File: config.mk
export PLATFORM = sky130hd
export DESIGN_NAME = dest_sel_stage
export DESIGN_NICKNAME = d
export VERILOG_FILES = /design/src/rtl/dest_sel_stage.sv
export SDC_FILE = /design/constraint.sdc
export NUM_CORES = 1
export LEC_CHECK = 0
export ABC_AREA = 1
export CORE_AREA = 2 2 53 80
export DETAILED_ROUTE_END_ITERATION = 16
export DIE_AREA = 0 0 55 82
export GPL_TIMING_DRIVEN = 0
export MAX_ROUTING_LAYER = met4
export PLACE_DENSITY_LB_ADDON = 0.15
export SLEW_MARGIN = 20
export SYNTH_ARGS = -nofsm -noshare
export SYNTH_HDL_FRONTEND = slang
export SYNTH_SLANG_ARGS = --single-unit
File: constraint.sdc
create_clock -name ds_i_clk -period 4.22 [get_ports ds_i_clk]
set_input_delay 0.844 -clock ds_i_clk [delete_from_list [all_inputs] [get_ports ds_i_clk]]
set_output_delay 0.844 -clock ds_i_clk [all_outputs]
set_load 0.02 [all_outputs]
File: src/rtl/dest_sel_stage.sv
// Per-lane write-back destination select with $0 and intra-bundle WAW suppression, held in a
// one-entry valid/ready register (1-cycle latency); stalls when full and downstream not ready, flush empties.
module dest_sel_stage #(
  parameter int AWIDTH  = 5,
  parameter int LANES   = 2,
  parameter int RA_ADDR = 31
) (
  input  logic                      ds_i_clk,
  input  logic                      ds_i_rst_n,
  input  logic                      ds_i_valid,
  output logic                      ds_o_ready,
  input  logic                      ds_i_flush,
  input  logic [LANES-1:0]          ds_i_lane_en,
  input  logic [2*LANES-1:0]        ds_i_reg_dst,
  input  logic [LANES-1:0]          ds_i_reg_write,
  input  logic [AWIDTH*LANES-1:0]   ds_i_addr_rt,
  input  logic [AWIDTH*LANES-1:0]   ds_i_addr_rd,
  output logic                      ds_o_valid,
  input  logic                      ds_i_ready,
  output logic [AWIDTH*LANES-1:0]   ds_o_addr_dst,
  output logic [LANES-1:0]          ds_o_we,
  output logic [LANES-1:0]          ds_o_waw,
  output logic [15:0]               ds_o_bundle_cnt
);

  typedef enum logic {S_EMPTY, S_FULL} state_t;

  state_t                    r_state;
  logic [AWIDTH*LANES-1:0]   r_addr;
  logic [LANES-1:0]          r_we;
  logic [LANES-1:0]          r_waw;
  logic [15:0]               r_cnt;

  logic [AWIDTH-1:0]         w_addr [LANES];
  logic [1:0]                w_mode [LANES];
  logic [AWIDTH*LANES-1:0]   w_addr_flat;
  logic [LANES-1:0]          w_we_raw;
  logic [LANES-1:0]          w_we;
  logic [LANES-1:0]          w_waw;
  logic                      w_load;
  logic                      w_drain;

  assign ds_o_valid      = (r_state == S_FULL);
  assign ds_o_ready      = !ds_o_valid || ds_i_ready;
  assign w_load          = ds_i_valid && ds_o_ready && !ds_i_flush;
  assign w_drain         = ds_o_valid && ds_i_ready && !ds_i_flush;
  assign ds_o_addr_dst   = r_addr;
  assign ds_o_we         = r_we;
  assign ds_o_waw        = r_waw;
  assign ds_o_bundle_cnt = r_cnt;

  always_comb begin
    w_addr_flat = '0;
    w_we_raw    = '0;
    w_we        = '0;
    w_waw       = '0;
    for (int k = 0; k < LANES; k++) begin
      w_mode[k] = ds_i_reg_dst[2*k +: 2];
      w_addr[k] = '0;
      if (ds_i_lane_en[k]) begin
        case (w_mode[k])
          2'b00:   w_addr[k] = ds_i_addr_rt[k*AWIDTH +: AWIDTH];
          2'b01:   w_addr[k] = ds_i_addr_rd[k*AWIDTH +: AWIDTH];
          2'b10:   w_addr[k] = RA_ADDR[AWIDTH-1:0];
          default: w_addr[k] = '0;
        endcase
      end
      w_we_raw[k] = ds_i_lane_en[k] && ds_i_reg_write[k] &&
                    (w_mode[k] != 2'b11) && (w_addr[k] != '0);
      w_addr_flat[k*AWIDTH +: AWIDTH] = w_addr[k];
    end
    // An older lane loses its write when any younger lane in the bundle targets the same register.
    for (int i = 0; i < LANES; i++) begin
      w_we[i] = w_we_raw[i];
      for (int j = i + 1; j < LANES; j++) begin
        if (w_we_raw[j] && (w_addr[j] == w_addr[i])) w_we[i] = 1'b0;
      end
      w_waw[i] = w_we_raw[i] && !w_we[i];
    end
  end

  always_ff @(posedge ds_i_clk or negedge ds_i_rst_n) begin
    if (!ds_i_rst_n) begin
      r_state <= S_EMPTY;
      r_addr  <= '0;
      r_we    <= '0;
      r_waw   <= '0;
      r_cnt   <= '0;
    end else begin
      if (w_drain) r_cnt <= r_cnt + 16'd1;
      if (ds_i_flush) begin
        r_state <= S_EMPTY;
        r_addr  <= '0;
        r_we    <= '0;
        r_waw   <= '0;
      end else if (w_load) begin
        r_state <= S_FULL;
        r_addr  <= w_addr_flat;
        r_we    <= w_we;
        r_waw   <= w_waw;
      end else if (w_drain) begin
        r_state <= S_EMPTY;
        r_addr  <= '0;
        r_we    <= '0;
        r_waw   <= '0;
      end
    end
  end

endmodule
==> summary.txt, run 1 <==
CTS
  • Resized cells post-CTS: 0
  • Clk_lat worst skew: 0.27 ns
  • Clk sinks: 30
  • Post-CTS Repair Setup Buffers: 0
  • CTS tree: built
  • Cts bufs inserted: 5
  • Clock transition at path regs: ~0.060 ns
  • Root Buffer: clkbuf_8
  • Hold_buf cts: 0
  • Maximum buffer depth of the clock tree: 2
  • H-tree depth: 2

Die
  • I/O Pins: 65
  • Initial Util: 0.455
  • Core area: 3850 um2
  • Num rows: 28
  • Die Wd: between 50 and 60 um
  • Die height: 82 um
  • Full die area: 4510 um2

Synthesis
  • Mux contribution to synthesized area: 0
  • Synth Cell Area: 1750 um2
  • Largest family of logic cells by synthesized area: simple AND/OR/NAND/NOR gates
  • Synth unique cells: 24
  • Yosys warning total: 0
  • Syn Area/Cell: approximately 7.4 um2
  • Post-Synth Simple-Gate Area: 0.368
  • Synth Area in Adders: 0.00714
  • Sequential-to-total area share from yosys stat: 0.428
  • Post-Synth XOR/XNOR Area: 0.0650
  • Syn Nets: 271
  • Compound-gate portion of the synthesized area: 0.0414
  • Synth Instances: 237
  • Post-synthesis register bit count: 30

Detailed routing
  • Total wire length: between 3000 and 4000 um
  • Via density: between 4 and 5
  • Antenna-violating nets left: 0
  • Detailed Routing Iterations Pass 1: 4
  • Wire per inst: between 10 and 15 um
  • Residual DRC count: 0
  • First DRT Iteration DRCs: 23
  • Via Count: 1656

Timing
  • Layout Skew: 0.00156 ns
  • Setup violators final: 0
  • RSZ-0062 raised after global routing: false
  • Hold_ws: between 0.4 and 0.5 ns
  • Min cycle time layout: 2.89 ns
  • Setup_tns: 0 ns
  • Final slew viol count: 0
  • Crit share post-route: 0.685
  • Fmax: 0.346 GHz
  • Fin. Hold Viols: 0
  • Max-slew headroom: 0.563
  • Worst slew pin tran: 0.656 ns

Pwr
  • Power per cell area: 314 nW/um2
  • Sw Share: 0.287
  • P_leak: 0.00133 uW
  • Cell-internal power: 569 uW
  • Psw: around 230 uW
  • Gate power share: 0.246
  • Sequential share of power: 0.418
  • Clock power frac: 0.335
  • VDD IR-drop max: about 0.23 mV

Critical path
  • Delay of the slowest critical-path stage: 0.60 ns
  • Slowest CP cell: clkdlybuf4s50_1
  • CP Class: input port to output pin
  • Crit path top cell by count: clkdlybuf4s50_1
  • Startpoint Class: input port
  • Worst r2r src: ds_o_valid
  • Critical Path RT: 3.38 ns
  • CP Cell Sequence: clkdlybuf4s50_1 -> inv_1 -> nand2_1 -> clkdlybuf4s50_1
  • Worst R2R Setup Slack: 2.60 ns
  • R2R Path End: ds_o_bundle_cnt[13]
  • Critical path fanouts, max: 2
  • Worst Setup End Kind: output pin
  • WP data arrival: around 2.1 ns
  • R2R depth: 6

Global routing
  • Vias in the first global route: 1623
  • Total congestion overflow: 0
  • Antenna violations before repair: 0
  • Pin count of the biggest net entering global routing: 31
  • Gr usage total: 0.204
  • First-pass GRT wire length: between 6000 and 7000 um

Final layout
  • Core Util, Final: 0.660
  • Commonest non-fill, non-tap cell in the layout: nand2_1
  • Synth-to-Final Area Change: 45.2%
  • NumNets Final: roughly 340
  • Commonest cells after routing, fill and taps aside: nand2_1 (72), clkdlybuf4s50_1 (62), inv_1 (37)
  • Multi-input combinational cell area: 847 um2
  • N_diodes: 0
  • Filler instances: 354
  • Finished Cell Area: 2540 um2
  • Share of cells above drive strength 1: 0.0909
  • Register Area: 751 um2

Worst hold path
  • Hold crit path type: register to register
  • Min-delay src: ds_o_bundle_cnt[15]
  • Hold Crit Depth: 1
  • Hold EP: ds_o_bundle_cnt[15]

Run status
  • Outcome: completed

Placed design
  • RePlAce Congestion: ~0.90
  • Buffers on Ports: 63
  • DP Wirelength: roughly 3000 um
  • Placed Area: between 2000 and 2500 um2

Run
  • Max_cap viols: 0
## worst max-delay path: cells and delay by family
| kind | cells | cell delay, ns |
|---|---|---|
| and+or+nand+nor | 1 | 0.06 |
| buffers and inverters | 3 | 1.14 |
## layer usage
metal	up-vias	routed length [um]	global-route usage
li1	857	-	-
met1	737	1360	0.178
met2	54	2210	0.396
met3	8	168	0.0400
met4	0	87	0.0829
met5	-	0	-
## area by class of cell
class | count | area share
clock buffers | 8 | 0.0433
inverters | 37 | 0.0546
multi-input cells | 167 | 0.333
flip-flops and latches | 30 | 0.295
plain buffers | 3 | 0.00639
well taps | 45 | 0.0221
repair buffers | 63 | 0.246
## cell families (layout without fill, tap and decap cells)
group           after synthesis  count (layout)
flops                        30              30
compound gates               14              14
buf+inv                      40             111
fa+ha+maj                     1               1
other cells                   1               1
xor+xnor                     13              13
simple gates                138             138
## sequential cells by signal, indices dropped and copies added (netlist names)
name,count
ds_o_addr_dst,10
ds_o_waw,1
ds_o_we,2
ds_o_valid,1
ds_o_bundle_cnt,16
## worst max-delay path by stage
stage	endpoint	start	slack, ns
6_report	ds_o_ready	ds_i_ready	1.33
5_1_grt	ds_o_ready	ds_i_ready	1.27
4_1_cts	ds_o_ready	ds_i_ready	1.32
3_5_place_dp	ds_o_ready	ds_i_ready	1.33
3_3_place_gp	ds_o_ready	ds_i_ready	1.33
2_1_floorplan	ds_o_addr_dst[3]	ds_i_ready	2.29
## per-stage QoR
step           cells  total power, uW  worst slack (ns)
6_report         353              798              1.33
5_1_grt          353              838              1.27
4_1_cts          353              804              1.32
3_5_place_dp     345              538              1.33
3_3_place_gp     345              535              1.33
2_1_floorplan    237              436              2.29
## synth_stat cells
master | instances | area, um2
nand2_2 | 3 | 18.8
nand2_4 | 2 | 22.5
xnor2_1 | 5 | 43.8
nand3_1 | 19 | 95.1
inv_1 | 37 | 139
clkbuf_1 | 1 | 3.75
conb_1 | 1 | 3.75
xor2_1 | 8 | 70.1
nor3_1 | 1 | 5.00
o21ai_0 | 12 | 60.1
nor2_1 | 27 | 101
nor2_2 | 4 | 25.0
nor4_1 | 1 | 6.26
buf_4 | 1 | 7.51
o21bai_1 | 1 | 7.51
dfrtp_1 | 30 | 751
nor2_4 | 4 | 45.0
buf_2 | 1 | 5.00
nand3_4 | 2 | 35.0
nor3b_1 | 1 | 7.51
a21oi_1 | 1 | 5.00
or2_2 | 2 | 12.5
ha_1 | 1 | 12.5
nand2_1 | 72 | 270
## power groups by stage
stage          Combinational [uW]  Sequential (uW)  Clock (uW)
4_1_cts                       199              335         270
5_1_grt                       219              337         281
2_1_floorplan                73.3              363           0
3_3_place_gp                  196              339           0
3_5_place_dp                  198              340           0
6_report                      197              334         268
(Power assumes the default switching activity.)
==> run 2: changes to the inputs <==
CORE_AREA = 2 2 58 87   (was 2 2 53 80)
DIE_AREA = 0 0 60 89   (was 0 0 55 82)
clock period = 2.6 ns   (was 4.22 ns; I/O delays follow)
==> summary.txt, run 2 (synthesis gave the netlist of run 1 again) <==
Critical path
  • Crit path top cell by count: clkdlybuf4s50_1
  • CP Buf/Inv Count: 3
  • CP Class: input port to output pin
  • Family with the most delay on the worst path: buffers and inverters
  • Slowest CP cell: clkdlybuf4s50_1
  • WP data arrival: 1.74 ns
  • Worst Setup End Kind: output pin
  • Delay of the slowest critical-path stage: between 0.6 and 0.7 ns
  • Startpoint Class: input port
  • CP Cell Sequence: clkdlybuf4s50_1 -> inv_1 -> nand2_1 -> clkdlybuf4s50_1
  • Worst R2R Setup Slack: 1.03 ns
  • Critical path fanouts, max: 2
  • Critical Path RT: around 2.1 ns

Detailed routing
  • Residual DRC count: 0
  • Antenna-violating nets left: 0
  • Via density: 4.34
  • Via Count: between 1.5k and 2k
  • Detailed Routing Iterations Pass 1: 4
  • Total wire length: about 3800 um
  • First DRT Iteration DRCs: 38
  • Wire per inst: 10.1 um

Final layout
  • Commonest non-fill, non-tap cell in the layout: nand2_1
  • Synth-to-Final Area Change: 45.5%
  • Commonest cells after routing, fill and taps aside: nand2_1 (72), clkdlybuf4s50_1 (62), inv_1 (37)
  • Max reg flops: 16
  • N_diodes: 0
  • NumNets Final: 341
  • Share of cells above drive strength 1: 0.0877
  • Filler instances: 433

Pwr
  • Sw Share: 0.301
  • Sequential share of power: 0.435
  • Psw: between 300 and 400 uW
  • Power per cell area: 488 nW/um2
  • P_leak: 0.00132 uW
  • Gate power share: 0.257
  • Clock power frac: 0.308
  • VDD IR-drop max: 0.263 mV
  • Cell-internal power: 870 uW
  • Design Power: 1240 uW

Die
  • Die height: 89 um
  • I/O Pins: 65
  • Initial Util: 0.386
  • Full die area: 5340 um2
  • Die Wd: 60 um
  • Num rows: 30
  • Core area: 4540 um2

Timing
  • Min cycle time layout: roughly 2.3 ns
  • Setup violators final: 0
  • Layout Skew: just over 0.004 ns
  • Crit share post-route: 0.869
  • Worst slew pin tran: 0.649 ns
  • Max-slew headroom: 0.567
  • Fin. Hold Viols: 0
  • Setup_tns: 0 ns
  • Fmax: 0.443 GHz
  • Final slew viol count: 0
  • RSZ-0062 raised after global routing: false

Global routing
  • Antenna violations before repair: 0
  • Vias in the first global route: 1520
  • Total congestion overflow: 0
  • First-pass GRT wire length: 6460 um
  • Gr usage total: 0.165
  • Pin count of the biggest net entering global routing: 31

CTS
  • Clock transition at path regs: 0.06 ns
  • Post-CTS Repair Setup Buffers: 0
  • Resized cells post-CTS: 0
  • Hold_buf cts: 0
  • Cts bufs inserted: 5
  • CTS tree: built
  • H-tree depth: 2
  • Clk sinks: 30
  • Clk_lat worst skew: ~0.28 ns
  • Root Buffer: clkbuf_8
  • Maximum buffer depth of the clock tree: 2

Placed design
  • RePlAce Congestion: 0.868
  • Buffers on Ports: 63
  • DP Wirelength: 3090 um

Run
  • Max_cap viols: 0

Run status
  • Outcome: completed

Worst hold path
  • Hold crit path type: input port to async pin
==> run 2: final cells by class <==
cell class	count	area, um2	area share
clock buffer	7	86.3	0.0339
multi-input combinational	167	847	0.332
timing repair buffer	63	626	0.245
tap	64	80.1	0.0314
buffer	3	16.3	0.00638
sequential	30	751	0.294
inverter	37	139	0.0545
clock inverter	1	5.00	0.00196
==> run 2: final timing paths <==
check	start	cells past startpoint	to
worst max-delay path	ds_i_ready	4	ds_o_ready
worst min-delay path	ds_i_rst_n	1	ds_o_bundle_cnt[4]
worst max register to register	ds_o_valid	9	ds_o_bundle_cnt[14]
worst min register to register	ds_o_bundle_cnt[15]	1	ds_o_bundle_cnt[15]
max in group asynchronous	ds_i_rst_n	1	ds_o_we[0]
min in group ds_i_clk	ds_o_bundle_cnt[15]	1	ds_o_bundle_cnt[15]
==> run 2: per-stage QoR <==
step           setup WS (ns)  utilization  cells  hold WS [ns]  area (um2)
3_3_place_gp           0.355        0.542    364         0.456        2460
6_report               0.341        0.561    372         0.261        2550
2_1_floorplan          0.992            -    237         0.224        1750
3_5_place_dp           0.341        0.541    364         0.461        2460
5_1_grt                0.290        0.561    372         0.321        2550
4_1_cts                0.335        0.561    372         0.293        2550
==> run 2: power groups by stage <==
stage	Clock, uW	Combinational [uW]	Sequential (uW)
detailed placement	0	324	551
finish	383	320	541
CTS	396	325	543
global placement	0	320	551
floorplan	0	119	589
global route	413	357	548
==> run 2: metal layers <==
layer | vias up | global-route usage | share of wire
met5 | - | - | 0
met4 | 0 | 0.0929 | 0.029
met3 | 8 | 0.0304 | 0.042
met2 | 51 | 0.291 | 0.54
met1 | 700 | 0.167 | 0.39
li1 | 857 | - | -
==> run 3: changes to the inputs <==
CORE_AREA = 2 2 66 99   (was 2 2 58 87)
DIE_AREA = 0 0 68 101   (was 0 0 60 89)
clock period = 2.4 ns   (was 2.6 ns; I/O delays follow)
==> summary.txt, run 3 (synthesis gave the netlist of run 1 again) <==
Run status
  • Outcome: completed

CTS
  • Clk_lat worst skew: 0.27 ns
  • Clock transition at path regs: 0.06 ns
  • Resized cells post-CTS: 0
  • Maximum buffer depth of the clock tree: 2
  • CTS tree: built
  • H-tree depth: 2
  • Clk sinks: 30
  • Hold_buf cts: 0
  • Root Buffer: clkbuf_8
  • Post-CTS Repair Setup Buffers: 0
  • Cts bufs inserted: 5

Final layout
  • Max reg flops: 16
  • NumNets Final: 341
  • N_diodes: 0
  • Commonest non-fill, non-tap cell in the layout: nand2_1
  • Synth-to-Final Area Change: 45.7%
  • Layout Cells excl Fill: 380
  • Commonest cells after routing, fill and taps aside: nand2_1 (72), clkdlybuf4s50_1 (62), inv_1 (37)
  • Share of cells above drive strength 1: 0.0850

Timing
  • Layout Skew: ~0.0015 ns
  • RSZ-0062 raised after global routing: false
  • Final setup margin: 0.238 ns
  • Setup_tns: 0 ns
  • Fmax: 0.462 GHz
  • Fin. Hold Viols: 0
  • Worst slew pin tran: approximately 0.67 ns
  • Crit share post-route: 0.901
  • Final slew viol count: 0
  • Min cycle time layout: 2.16 ns
  • Setup violators final: 0
  • Max-slew headroom: 0.554
  • Hold_ws: 0.239 ns

Worst hold path
  • Hold crit path type: input port to async pin

Placed design
  • Cell count after placement: between 300 and 400
  • RePlAce Congestion: 0.822
  • DP Wirelength: 3360 um
  • Buffers on Ports: 63
  • Dpl ws: roughly 0.16 ns

Detailed routing
  • Total wire length: between 4000 and 5000 um
  • Met2 wire length: approximately 2200 um
  • Via Count: 1620
  • First DRT Iteration DRCs: 21
  • Via density: 4.26
  • Detailed Routing Iterations Pass 1: 4
  • Antenna-violating nets left: 0
  • Residual DRC count: 0
  • Routed length on met1: 1480 um
  • DR top layer: met4
  • Wire per inst: between 10 and 15 um
  • DR WL met3: 271 um

Critical path
  • Worst Setup End Kind: output pin
  • Critical Path RT: 1.92 ns
  • CP Class: input port to output pin
  • Crit path from: ds_i_ready
  • R2R depth: 6
  • Worst r2r src: ds_o_valid
  • Critical path fanouts, max: 2
  • WP data arrival: 1.68 ns
  • Worst R2R Setup Slack: 0.77 ns
  • R2R Path End: ds_o_bundle_cnt[13]
  • Startpoint Class: input port

Die
  • Full die area: just under 7000 um2
  • Initial Util: 0.290
  • I/O Pins: 65
  • Die Wd: ~68 um
  • Core area: slightly above 6000 um2
  • Num rows: 35
  • Die height: just over 100 um

Pwr
  • P_leak: around 0.0013 uW
  • VDD IR-drop max: roughly 0.22 mV
  • Power per cell area: 520 nW/um2

Run
  • Max_cap viols: 0

Global routing
  • Total congestion overflow: 0
  • Antenna violations before repair: 0
  • Pin count of the biggest net entering global routing: 31
  • Vias in the first global route: between 1.5k and 2k
  • First-pass GRT wire length: roughly 7000 um
  • Gr usage total: 0.138
-- run 3: cell types whose count changed in the layout (fill, tap and decap cells not counted), sizes merged --
cell	change
clkinv	-1
clkbuf	-1
-- run 3: worst max-delay path by stage --
stage                       endpoint  depth (start not counted)
floorplan           ds_o_addr_dst[3]                          6
global placement         ds_o_waw[0]                          9
detailed placement       ds_o_waw[0]                          9
CTS                       ds_o_ready                          4
global route              ds_o_ready                          4
finish                    ds_o_ready                          4
-- run 3: through the flow --
step	utilization	power [uW]	cell area (um2)
2_1_floorplan	-	767	1750
3_3_place_gp	0.410	949	2480
3_5_place_dp	0.409	951	2470
4_1_cts	0.423	1350	2550
5_1_grt	0.423	1410	2550
6_report	0.423	1330	2550
-- run 3: routing by layer --
metal,vias up,global-route usage
li1,851,-
met1,714,0.140
met2,50,0.246
met3,5,0.0358
met4,0,0.0508
met5,-,-
-- run 3: worst max-delay path: stages --
cell and delay (ns):
clkdlybuf4s50_1 0.49, inv_1 0.04, nand2_1 0.07, clkdlybuf4s50_1 0.60
-- run 3: where the power goes --
| part | internal (uW) | leakage, uW | switching, uW | total, uW |
|---|---|---|---|---|
| clock network | 221 | 0.0000431 | 173 | 394 |
| logic | 167 | 0.000864 | 179 | 346 |
| registers | 545 | 0.000405 | 43.4 | 588 |
| total | 933 | 0.00131 | 395 | 1330 |
-- run 3: cell type report --
type                            instances  area [um2]
Fill cell                             667        3490
Multi-Input combinational cell        167         847
Sequential cell                        30         751
Timing Repair Buffer                   63         626
Inverter                               37         139
Tap cell                               74        92.6
Clock buffer                            6        82.6
Buffer                                  3        16.3
